===== src/rtl/rv32_pkg.sv =====
// Shared RV32 front-end types and constants used by the fetch stage and its buffers.
package rv32_pkg;

    localparam int unsigned XLEN          = 32;
    localparam int unsigned ILEN          = 32;
    localparam int unsigned PC_STEP       = 4;
    localparam int unsigned FETCH_ENTRY_W = XLEN + ILEN;

    localparam logic [ILEN-1:0] NOP_INSTR = 32'h0000_0013;

    typedef struct packed {
        logic [XLEN-1:0] pc;
        logic [ILEN-1:0] instr;
    } fetch_entry_t;

    typedef enum logic [0:0] {
        FETCH_RUN  = 1'b0,
        FETCH_HALT = 1'b1
    } fetch_state_e;

    // Clear the byte-offset bits of a fetch target.
    function automatic logic [XLEN-1:0] word_align(input logic [XLEN-1:0] addr);
        return addr & ~XLEN'(3);
    endfunction

endpackage


===== src/rtl/fetch_stage_if.sv =====
// Instruction-memory request/response channel between the fetch stage and imem.
interface fetch_stage_if;
    import rv32_pkg::*;

    logic            imem_req_valid;
    logic [XLEN-1:0] imem_req_addr;
    logic            imem_req_ready;
    logic            imem_rsp_valid;
    logic [ILEN-1:0] imem_rsp_data;

    modport master (
        output imem_req_valid,
        output imem_req_addr,
        input  imem_req_ready,
        input  imem_rsp_valid,
        input  imem_rsp_data
    );

    modport slave (
        input  imem_req_valid,
        input  imem_req_addr,
        output imem_req_ready,
        output imem_rsp_valid,
        output imem_rsp_data
    );

endinterface


===== src/rtl/sync_fifo.sv =====
// Synchronous FIFO with register-array storage, occupancy count and a dominant flush.
module sync_fifo #(
    parameter int unsigned WIDTH = 32,
    parameter int unsigned DEPTH = 2
) (
    input  logic                     clk,
    input  logic                     rst_n,
    input  logic                     flush,
    input  logic                     push,
    input  logic [WIDTH-1:0]         push_data,
    input  logic                     pop,
    output logic [WIDTH-1:0]         head,
    output logic [$clog2(DEPTH):0]   count
);

    localparam int unsigned AW = $clog2(DEPTH);
    localparam int unsigned CW = AW + 1;

    logic [WIDTH-1:0] mem [DEPTH];
    logic [AW-1:0]    wr_ptr;
    logic [AW-1:0]    rd_ptr;
    logic             do_push;
    logic             do_pop;

    assign do_push = push && (count != CW'(DEPTH));
    assign do_pop  = pop && (count != CW'(0));
    assign head    = mem[rd_ptr];

    // Storage, pointers and count; flush wins over any same-cycle push/pop.
    always_ff @(posedge clk or negedge rst_n) begin
        if (!rst_n) begin
            mem    <= '{default: '0};
            wr_ptr <= '0;
            rd_ptr <= '0;
            count  <= '0;
        end else if (flush) begin
            wr_ptr <= '0;
            rd_ptr <= '0;
            count  <= '0;
        end else begin
            if (do_push) begin
                mem[wr_ptr] <= push_data;
                wr_ptr      <= wr_ptr + AW'(1);
            end
            if (do_pop) begin
                rd_ptr <= rd_ptr + AW'(1);
            end
            case ({do_push, do_pop})
                2'b10:   count <= count + CW'(1);
                2'b01:   count <= count - CW'(1);
                default: count <= count;
            endcase
        end
    end

endmodule


===== src/rtl/fetch_stage.sv =====
// Instruction-fetch stage: PC sequencing, imem requests, response buffering and redirects.
// Optional FETCH_MISALIGN_TRAP_EN halts fetch on a misaligned redirect target.
module fetch_stage
    import rv32_pkg::*;
#(
    parameter logic [XLEN-1:0] RESET_PC = 32'h0000_0000,
    parameter int unsigned     DEPTH    = 2
) (
    input  logic             clk,
    input  logic             rst_n,
    fetch_stage_if.master    imem,
    input  logic             redirect_valid,
    input  logic [XLEN-1:0]  redirect_pc,
    output logic             out_valid,
    input  logic             out_ready,
    output logic [ILEN-1:0]  instruction,
    output logic [XLEN-1:0]  pc,
    output logic [XLEN-1:0]  pc_plus4
`ifdef FETCH_MISALIGN_TRAP_EN
    ,
    output logic             misaligned
`endif
);

    localparam int unsigned CW     = $clog2(DEPTH) + 1;
    localparam int unsigned OCC_W  = CW + 1;
    localparam int unsigned DROP_W = CW + 3;

    logic              started;
    logic [XLEN-1:0]   fetch_pc;
    logic [XLEN-1:0]   fetch_pc_nxt;
    logic [DROP_W-1:0] drop_cnt;
    logic [DROP_W-1:0] drop_cnt_nxt;
    logic              halted;

    logic [CW-1:0]     pend_count;
    logic [CW-1:0]     fifo_count;
    logic [XLEN-1:0]   pend_head;
    fetch_entry_t      push_entry;
    fetch_entry_t      head_entry;

    logic [OCC_W-1:0]  occupancy;
    logic              req_valid_c;
    logic              req_fire;
    logic              in_flight;
    logic              rsp_drop;
    logic              rsp_take;
    logic              rsp_retire;
    logic              out_fire;

    assign occupancy   = OCC_W'(pend_count) + OCC_W'(fifo_count);
    assign req_valid_c = started && !halted && (occupancy < OCC_W'(DEPTH));
    assign req_fire    = req_valid_c && imem.imem_req_ready;

    // Responses retire stale fetches first; with nothing in flight they are ignored.
    assign in_flight  = (drop_cnt != '0) || (pend_count != '0);
    assign rsp_drop   = imem.imem_rsp_valid && (drop_cnt != '0);
    assign rsp_take   = imem.imem_rsp_valid && (drop_cnt == '0) && (pend_count != '0);
    assign rsp_retire = imem.imem_rsp_valid && in_flight;
    assign out_fire   = out_valid && out_ready;

    assign imem.imem_req_valid = req_valid_c;
    assign imem.imem_req_addr  = fetch_pc;

    assign push_entry = '{pc: pend_head, instr: imem.imem_rsp_data};

    // PC sequencing and stale-response accounting; a redirect adds everything still in flight.
    always_comb begin
        fetch_pc_nxt = fetch_pc;
        drop_cnt_nxt = drop_cnt;
        if (redirect_valid) begin
            fetch_pc_nxt = word_align(redirect_pc);
            drop_cnt_nxt = drop_cnt + DROP_W'(pend_count) + DROP_W'(req_fire)
                         - DROP_W'(rsp_retire);
        end else begin
            if (req_fire) begin
                fetch_pc_nxt = fetch_pc + XLEN'(PC_STEP);
            end
            if (rsp_drop) begin
                drop_cnt_nxt = drop_cnt - DROP_W'(1);
            end
        end
    end

    // started delays the first request by a cycle so reset release is clean.
    always_ff @(posedge clk or negedge rst_n) begin
        if (!rst_n) begin
            started  <= 1'b0;
            fetch_pc <= RESET_PC;
            drop_cnt <= '0;
        end else begin
            started  <= 1'b1;
            fetch_pc <= fetch_pc_nxt;
            drop_cnt <= drop_cnt_nxt;
        end
    end

`ifdef FETCH_MISALIGN_TRAP_EN
    fetch_state_e state;
    fetch_state_e state_nxt;

    always_ff @(posedge clk or negedge rst_n) begin
        if (!rst_n) begin
            state <= FETCH_RUN;
        end else begin
            state <= state_nxt;
        end
    end

    // Every redirect re-decides between running and halting on its low address bits.
    always_comb begin
        state_nxt = state;
        if (redirect_valid) begin
            state_nxt = (redirect_pc[1:0] != 2'b00) ? FETCH_HALT : FETCH_RUN;
        end
    end

    assign halted     = (state == FETCH_HALT);
    assign misaligned = halted;
`else
    assign halted = 1'b0;
`endif

    sync_fifo #(
        .WIDTH (XLEN),
        .DEPTH (DEPTH)
    ) u_pend_q (
        .clk       (clk),
        .rst_n     (rst_n),
        .flush     (redirect_valid),
        .push      (req_fire),
        .push_data (fetch_pc),
        .pop       (rsp_take),
        .head      (pend_head),
        .count     (pend_count)
    );

    sync_fifo #(
        .WIDTH (FETCH_ENTRY_W),
        .DEPTH (DEPTH)
    ) u_instr_q (
        .clk       (clk),
        .rst_n     (rst_n),
        .flush     (redirect_valid),
        .push      (rsp_take),
        .push_data (push_entry),
        .pop       (out_fire),
        .head      (head_entry),
        .count     (fifo_count)
    );

    // Downstream sees only registered FIFO state; fields read zero while empty.
    assign out_valid   = (fifo_count != '0);
    assign instruction = out_valid ? head_entry.instr : '0;
    assign pc          = out_valid ? head_entry.pc : '0;
    assign pc_plus4    = out_valid ? (head_entry.pc + XLEN'(PC_STEP)) : '0;

endmodule


===== src/flat_wrapper.sv =====
// flat-port wrapper written by rule: the top's interface ports become plain ports
module fetch_stage_flat import rv32_pkg::*;
#(
    parameter logic [XLEN-1:0] RESET_PC = 32'h0000_0000,
    parameter int unsigned     DEPTH    = 2
)
  (clk, rst_n, redirect_valid, redirect_pc, out_valid, out_ready, instruction, pc, pc_plus4, imem_imem_req_valid, imem_imem_req_addr, imem_imem_req_ready, imem_imem_rsp_valid, imem_imem_rsp_data);
  fetch_stage_if imem_i ();
  input  logic clk;
  input  logic rst_n;
  input  logic redirect_valid;
  input  logic [XLEN-1:0] redirect_pc;
  output logic out_valid;
  input  logic out_ready;
  output logic [ILEN-1:0] instruction;
  output logic [XLEN-1:0] pc;
  output logic [XLEN-1:0] pc_plus4;
  output wire logic [$bits(imem_i.imem_req_valid)-1:0] imem_imem_req_valid;
  output wire logic [$bits(imem_i.imem_req_addr)-1:0] imem_imem_req_addr;
  input wire logic [$bits(imem_i.imem_req_ready)-1:0] imem_imem_req_ready;
  input wire logic [$bits(imem_i.imem_rsp_valid)-1:0] imem_imem_rsp_valid;
  input wire logic [$bits(imem_i.imem_rsp_data)-1:0] imem_imem_rsp_data;
  assign imem_imem_req_valid = imem_i.imem_req_valid;
  assign imem_imem_req_addr = imem_i.imem_req_addr;
  assign imem_i.imem_req_ready = imem_imem_req_ready;
  assign imem_i.imem_rsp_valid = imem_imem_rsp_valid;
  assign imem_i.imem_rsp_data = imem_imem_rsp_data;
  fetch_stage #(.RESET_PC(RESET_PC), .DEPTH(DEPTH)) u_core (.clk(clk), .rst_n(rst_n), .imem(imem_i), .redirect_valid(redirect_valid), .redirect_pc(redirect_pc), .out_valid(out_valid), .out_ready(out_ready), .instruction(instruction), .pc(pc), .pc_plus4(pc_plus4));
endmodule

===== config.mk =====
export PLATFORM = sky130hd
export DESIGN_NAME = fetch_stage_flat
export DESIGN_NICKNAME = d
export VERILOG_FILES = /design/src/rtl/rv32_pkg.sv /design/src/rtl/fetch_stage_if.sv /design/src/rtl/sync_fifo.sv /design/src/rtl/fetch_stage.sv /design/src/flat_wrapper.sv
export SDC_FILE = /design/constraint.sdc
export NUM_CORES = 1
export LEC_CHECK = 0
export BUFFER_PORTS_ARGS = -buffer_cell sky130_fd_sc_hd__buf_4
export CORE_MARGIN = 2
export CORE_UTILIZATION = 57
export DETAILED_ROUTE_END_ITERATION = 10
export MAX_ROUTING_LAYER = met4
export PLACE_DENSITY = 0.9
export SLEW_MARGIN = 20
export SYNTH_ARGS = -nofsm -noshare
export SYNTH_HDL_FRONTEND = slang
export SYNTH_SLANG_ARGS = --single-unit

===== constraint.sdc =====
create_clock -name clk -period 4.6 [get_ports clk]
set_input_delay 0.23 -clock clk [delete_from_list [all_inputs] [get_ports clk]]
set_output_delay 0.23 -clock clk [all_outputs]
set_load 0.05 [all_outputs]

==> impl_metrics.tcl, run 1 <==
set metrics [dict create \
    outcome "finished clean" \
    cts_buffers 24 \
    fin_crit_sh_pct 88.93 \
    grt_pass1_vias 8957 \
    dr.first_iter.drc_count 618 \
    synthSimpleGateAreaFrac_pct 13.17 \
    area_delta_synth_final_pct 25.23 \
    ys_async_sr_fraction_pct 100.0 \
    seq_area_um2 5709 \
    fin_nets 1395 \
    insertion_delay_ps 510 \
    routedWlPerCell_um 17.83 \
    instances_no_fill 1594 \
    die_area_um2 21640 \
    dpl.hpwl_um 18350 \
    cts_setup_buffers 0 \
    drtAntennaViolNets 0 \
    skew_ps 14.96 \
    htree_num_levels 1 \
    critical_path_class "flip-flop to flip-flop" \
    required_ps 4960 \
    use_met3_pct 4.565 \
    dp_slack_ps 530.7 \
    root_buffer "clkbuf_16" \
    leakagePower_nw 6.504 \
    cp.arrival_ps 4450 \
    yosysUniqueCellTypes 60 \
    globalRouteOverflowTotal 0 \
    hold_viol 0 \
    min-delay-start "out_ready" \
    max_freq_mhz 244.5 \
    rrSetupSlack_ps 510 \
    clk_pin_slew_ps 60 \
    finalSetupViolations 0 \
    ir_drop_mv 0.2881 \
    dpl_cell_area_um2 13210 \
    track_usage_pct 26.67 \
    dp.cells 1490 \
    cp_top_family "simple AND/OR/NAND/NOR gates" \
    stdcell_area_um2 14620 \
    synth_xor_area_share_pct 3.602 \
    synth_edf_count 0 \
    slew-limit-headroom_pct 45.88 \
    finalMaxSlewViolations 0 \
    drt_wl_total_um 28430 \
    crit_path_start_kind "flip-flop" \
    p_seq_share_pct 46.7 \
    grt-busiest-layer "met2" \
    r2r-end "u_core.drop_cnt[4]" \
    crit_buf_inv 3 \
    worstMarginPinSlew_ps 811.8 \
    min_period_ps 4091 \
    synth_top_family_by_area "multiplexers" \
    crit_slowest_cell "or4b_2" \
    slowest_delay_ps 580 \
    synth_flop_cell "dfrtp_1" \
    start_util_pct 57.87 \
    avgSynthCellArea_um2 10.75 \
    dr.pass1.iters 5 \
    power.density_nw_per_um2 381.5 \
    die_y_um 147.1 \
    finalSetupTns_ps 0 \
    syn_area_um2 11670 \
    synth_compound_area_share_pct 7.546 \
    synthAdderAreaFrac_pct 1.694 \
    cts_tree "done" \
    reg2reg_depth 14 \
    drive_above_1_share_pct 29.08 \
    grt_pass1_wl_um 45850 \
    num_io_pins 200 \
    post-route-drc-count 0 \
    cp_max_fo 14 \
    synth-seq-area-share_pct 48.88 \
    core.rowCount 52 \
    crit_chain "and2_1 > fa_1 > and4bb_2 > inv_1 > ha_1 > inv_1 > fa_1 > inv_1 > fa_1 > nand2b_1 > a21oi_1 > or3_1 > nand4_1 > or4b_2" \
    cts.sinks 228 \
    pwr-share-comb_pct 21.2 \
    fillCellCount 1329 \
    place.gp.congestion 0.9069 \
    use_met2_pct 42.45 \
    dieWidth_um 147.1 \
    synthMuxAreaShare_pct 21.07 \
    rsz0062_at_grt "no" \
    swShare_pct 29.25 \
    synth_seq_cells 228 \
    grtUsageMet1_pct 36.22 \
    max-cap-violations 0 \
    yosys_warnings 0 \
    vias 8993 \
    netlist_instances 1086 \
    p_sw_mw 1.631 \
    hp-class "primary input to flip-flop" \
    hold-path-endpoint "u_core.u_instr_q.count[1]" \
    fin_util_pct 72.48 \
    min_path_cells 3 \
    viasPerCell 5.642 \
    setup_ws_ps 509.2 \
    coreArea_um2 20170 \
    reg2reg_from "u_core.u_pend_q.count[0]" \
    clock_path_buffers 3 \
    internal-power_mw 3.945 \
    multi_input_area_um2 5545 \
    cts_resized 0 \
    antenna_found_initial 0 \
    end_kind "flip-flop" \
    clockPowerShare_pct 32.1 \
    diodes 0 \
    port_buffers 191 \
    grt_max_degree 146 \
]
==> state kept, by name (all words and copies together), names as in the netlist <==
| name | flops |
|---|---|
| u_core.imem.imem_req_addr | 30 |
| u_core.u_instr_q.rd_ptr | 1 |
| u_core.u_instr_q.mem | 124 |
| u_core.u_instr_q.count | 2 |
| u_core.started | 1 |
| u_core.drop_cnt | 5 |
| u_core.u_pend_q.wr_ptr | 1 |
| u_core.u_instr_q.wr_ptr | 1 |
| u_core.u_pend_q.mem | 60 |
| u_core.u_pend_q.count | 2 |
| u_core.u_pend_q.rd_ptr | 1 |
==> metal layers <==
layer,wire (um),vias to the layer above
li1,-,4233
met1,12690,4439
met2,13390,280
met3,1837,41
met4,506,0
met5,0,-
==> power by group through the flow <==
stage          combinational [mW]  sequential (mW)  clock [mW]
2_1_floorplan               0.750             2.63           0
3_3_place_gp                 1.08             2.59           0
3_5_place_dp                 1.13             2.62           0
4_1_cts                      1.18             2.59        1.82
5_1_grt                      1.31             2.64        1.92
6_report                     1.18             2.60        1.79
==> stage by stage <==
stage	hold slack (ps)	power [mW]
2_1_floorplan	-65.59	3.378
3_3_place_gp	429.0	3.672
3_5_place_dp	437.2	3.748
4_1_cts	21.62	5.593
5_1_grt	27.55	5.868
6_report	50.38	5.576
==> how the worst max path moves through the flow <==
stage | from | to | slack [ps] | cells past startpoint
after floorplan | u_core.u_instr_q.rd_ptr | pc_plus4[30] | 700 | 10
after global placement | u_core.u_pend_q.count[0] | u_core.drop_cnt[4] | 630 | 14
after detailed placement | u_core.u_pend_q.count[0] | u_core.drop_cnt[4] | 530 | 14
after CTS | u_core.u_pend_q.count[0] | u_core.drop_cnt[4] | 510 | 14
after global routing | u_core.u_pend_q.count[0] | u_core.drop_cnt[4] | 350 | 14
final | u_core.u_pend_q.count[0] | u_core.drop_cnt[4] | 510 | 14
==> cells by family after synthesis <==
logic type,Yosys count
buf+inv,96
other cells,2
fa+ha+maj,14
compound gates,153
xor+xnor,48
flops,228
mux,222
simple gates,323
==> cells in the mapped netlist, drive strengths merged, types with 3 or more instances <==
cell type  count  share of area, %
a211oi         3              0.34
a21oi         44               1.9
a31oi          6              0.32
and2           9              0.48
and4           6              0.45
buf           47               2.4
clkbuf        28              0.90
dfrtp        228                49
fa             3              0.51
ha            11               1.2
inv           21              0.68
mux2         130                13
mux2i         92               7.9
nand2         94               3.0
nand2b         4              0.21
nand3         20              0.90
nand3b         6              0.39
nand4         15              0.80
nand4b         7              0.58
nor2         117               3.8
nor3          13              0.56
nor3b          5              0.32
nor4          14              0.80
o211ai         3              0.19
o21ai         75               3.2
o31ai          7              0.45
xnor2         37               2.8
xor2          11              0.83
==> final cells by class <==
class | instances | area share (%)
flip-flops and latches | 228 | 39.06
multi-input cells | 767 | 37.94
repair buffers | 269 | 15.22
clock buffers | 33 | 4.691
well taps | 270 | 2.311
inverters | 21 | 0.5392
clock inverters | 6 | 0.2482
==> cell usage in the layout, fill, tap and decap left out, types with 15 or more instances in the layout <==
cell type and count:
dlygate4sd3_1 63, clkbuf_16 25, nand2_1 94, mux2_4 20
inv_1 21, nor2_1 116, xnor2_1 37, dfrtp_1 227
o21ai_0 74, nand4_1 15, mux2_2 110, buf_4 203
a21oi_1 44, mux2i_1 92, nand3_1 19
==> what timing repair did <==
item / 4_1_cts / 5_1_grt
hold endpoints to repair: 237 / 0
hold buffers: 63 / 0
endpoints found under the setup margin: 0 / 0
==> tightest hold or removal path: cells and delay by family <==
| family | cells | cell delay [ps] |
|---|---|---|
| buf+inv | 1 | 110 |
| compound gates | 2 | 160 |
Note: power is estimated with default switching activity, not from simulation.
==> run 2, diff against run 1 <==
--- a/config.mk
+++ b/config.mk
@@ -5,9 +5,10 @@
 export SDC_FILE = /design/constraint.sdc
 export NUM_CORES = 1
 export LEC_CHECK = 0
+export ABC_AREA = 1
 export BUFFER_PORTS_ARGS = -buffer_cell sky130_fd_sc_hd__buf_4
 export CORE_MARGIN = 2
-export CORE_UTILIZATION = 57
+export CORE_UTILIZATION = 58
 export DETAILED_ROUTE_END_ITERATION = 10
 export MAX_ROUTING_LAYER = met4
 export PLACE_DENSITY = 0.9
==> run 2 against run 1 <==
Compared with the run above: synthesized cell count increased by 57%; hold slack worse by 44 ps; critical path type is now flip-flop to output port; global-route usage grew 5.8 points; critical endpoint is now pc_plus4[12]; largest cell class is now multi-input gates; critical path depth is 3 lower; utilization down 0.26 points; highest routed layer unchanged.
==> impl_metrics.tcl, run 2 <==
set metrics [dict create \
    outcome "finished clean" \
    worstMarginPinSlew_ps 1010 \
    cts_buffers 25 \
    setup_ws_ps 954.7 \
    ir_drop_mv 0.3064 \
    fin_nets 1997 \
    layout_common_cells "674 x nand2_1, 227 x dfrtp_1, 206 x buf_4" \
    pwr-share-comb_pct 36.8 \
    min_period_ps 3645 \
    synth-seq-area-share_pct 45.43 \
    dpl_cell_area_um2 14010 \
    yosysMostFrequentCell "nand2_1" \
    final_common_cell "nand2_1" \
    ys_async_sr_fraction_pct 100.0 \
    grt_max_degree 104 \
    endpoint "pc_plus4[12]" \
    area_delta_synth_final_pct 21.64 \
    hp-class "primary input to flip-flop" \
    dpl.hpwl_um 23920 \
    required_ps 4370 \
    reg2reg_depth 14 \
    syn_area_um2 12560 \
    cp.arrival_ps 3420 \
    viasPerCell 5.586 \
    yosys.area.top_type_share_pct 45.43 \
    synth_seq_cells 228 \
    slew-limit-headroom_pct 32.68 \
    num_io_pins 200 \
    htree_num_levels 1 \
    p_seq_share_pct 38.2 \
    grt_pass1_vias 11739 \
    rrSetupSlack_ps 1330 \
    p_sw_mw 3.037 \
    antenna_found_initial 0 \
    globalRouteOverflowTotal 0 \
    insertion_delay_ps 510 \
    cts_tree "done" \
    netlist_instances 1707 \
    yosys_warnings 0 \
    total_power_mw 7.568 \
    largest_reg_flops 124 \
    leakagePower_nw 7.627 \
    critical_path_class "flip-flop to output port" \
    internal-power_mw 4.531 \
    post-route-drc-count 0 \
    whs_ps 5.932 \
    crit_cells 11 \
    fin_crit_sh_pct 79.25 \
    crit_buf_inv 3 \
    root_buffer "clkbuf_16" \
    finalSetupViolations 0 \
    core.rowCount 53 \
    swShare_pct 40.13 \
    critPathLaunch "u_core.u_instr_q.rd_ptr" \
    finalMaxSlewViolations 0 \
    synth_common_cells "674 x nand2_1, 228 x dfrtp_1, 141 x nor2_1, 140 x inv_1, 125 x o21ai_0" \
    diodes 0 \
    clk_pin_slew_ps 60 \
    crit_chain "buf_4 > nand2_1 > nand2_2 > ha_1 > inv_1 > nor2_4 > nand3_2 > nor2_4 > nor2_1 > nor3_1 > buf_4" \
    clockPowerShare_pct 25.0 \
    avgSynthCellArea_um2 7.358 \
    drive_above_1_share_pct 16.57 \
    dp.cells 2112 \
    coreArea_um2 21150 \
    crit_slowest_cell "buf_4" \
    dr.first_iter.drc_count 1386 \
    dp_slack_ps 1362 \
    start_util_pct 59.37 \
    largest-register "u_core.u_instr_q.mem" \
    clock_path_buffers 3 \
    vias 12322 \
    slowest_delay_ps 650 \
    end_kind "output port" \
    hold_viol 0 \
    dr.pass1.iters 5 \
    synth_edf_count 0 \
    stdcell_area_um2 15280 \
    synthTopCellsByArea "dfrtp_1 45%, nand2_1 20%, o21ai_0 5.0%" \
    yosysTopAreaCell "dfrtp_1" \
    finalSetupTns_ps 0 \
    rsz0062_at_grt "no" \
    cts.sinks 228 \
    die_y_um 151.2 \
    routedWlPerCell_um 16.37 \
    track_usage_pct 32.43 \
    synth_flop_cell "dfrtp_1" \
    drtAntennaViolNets 0 \
    dieWidth_um 151.2 \
    port_buffers 191 \
    r2r-end "u_core.drop_cnt[4]" \
    yosysUniqueCellTypes 38 \
    instances_no_fill 2206 \
    reg2reg_from "u_core.u_instr_q.count[0]" \
    fin_util_pct 72.22 \
    die_area_um2 22850 \
    crit_path_start_kind "flip-flop" \
    skew_ps 10.50 \
    place.gp.congestion 0.9437 \
    grt_pass1_wl_um 57330 \
    max_freq_mhz 274.3 \
    power.density_nw_per_um2 495.4 \
    cp_max_fo 76 \
    cp_top_family "simple AND/OR/NAND/NOR gates" \
    drt_wl_total_um 36110 \
    max-cap-violations 0 \
]
run 2: tightest hold or removal path: cells and delay by family:
kind	cells	cell delay, ps
compound gates	1	120
buf+inv	2	130
run 2: routing by layer:
layer	part of all wire (%)	vias to the layer above	track usage [%]
li1	-	5776	-
met1	41	5799	41.69
met2	48	659	53.70
met3	8.0	88	4.247
met4	3.1	0	10.75
met5	0	-	-
run 2: final cells by class:
| type | instances | area (um2) |
|---|---|---|
| fillers | 1535 | 5877 |
| multi-input cells | 1255 | 5847 |
| flip-flops and latches | 228 | 5707 |
| repair buffers | 256 | 2051 |
| clock buffers | 40 | 742.0 |
| inverters | 147 | 551.8 |
| well taps | 275 | 344.1 |
| clock inverters | 5 | 35.03 |
run 2: how the worst min path moves through the flow:
stage / from / end / slack (ps) / depth (start not counted)
after floorplan: rst_n / u_core.drop_cnt[0] / -70 / 0
after global placement: rst_n / u_core.u_instr_q.mem[75] / 360 / 1
after detailed placement: rst_n / u_core.u_instr_q.mem[11] / 370 / 1
after CTS: imem_imem_rsp_data[12] / u_core.u_instr_q.mem[12] / 1 / 3
after global routing: imem_imem_rsp_data[31] / u_core.u_instr_q.mem[95] / 10 / 3
final: imem_imem_rsp_data[17] / u_core.u_instr_q.mem[81] / 6 / 3
run 2: cells by family after synthesis:
family / count (synthesis) / share of synthesized area (%)
AOI/OAI and AO/OA: 256 / 11.12
xor gates and xnor gates: 16 / 1.116
adders and majority gates: 14 / 1.574
buffers and inverters: 229 / 8.229
DFF: 228 / 45.43
muxes: 30 / 2.690
other: 2 / 0.05980
and+or+nand+nor: 932 / 29.79
run 2: repair_timing:
action                                 4_1_cts  5_1_grt
endpoints found under the hold margin      155        0
buffers inserted                             0        0
hold buffers                                49        0
resized for setup                            0        0
run 2: power groups by stage:
stage                     clock (mW)  combinational (mW)  sequential (mW)
after floorplan                    0                1.80             2.94
after global placement             0                2.58             2.85
after detailed placement           0                2.68             2.89
after CTS                       1.91                2.75             2.87
after global routing            1.99                3.05             2.94
final                           1.89                2.78             2.89
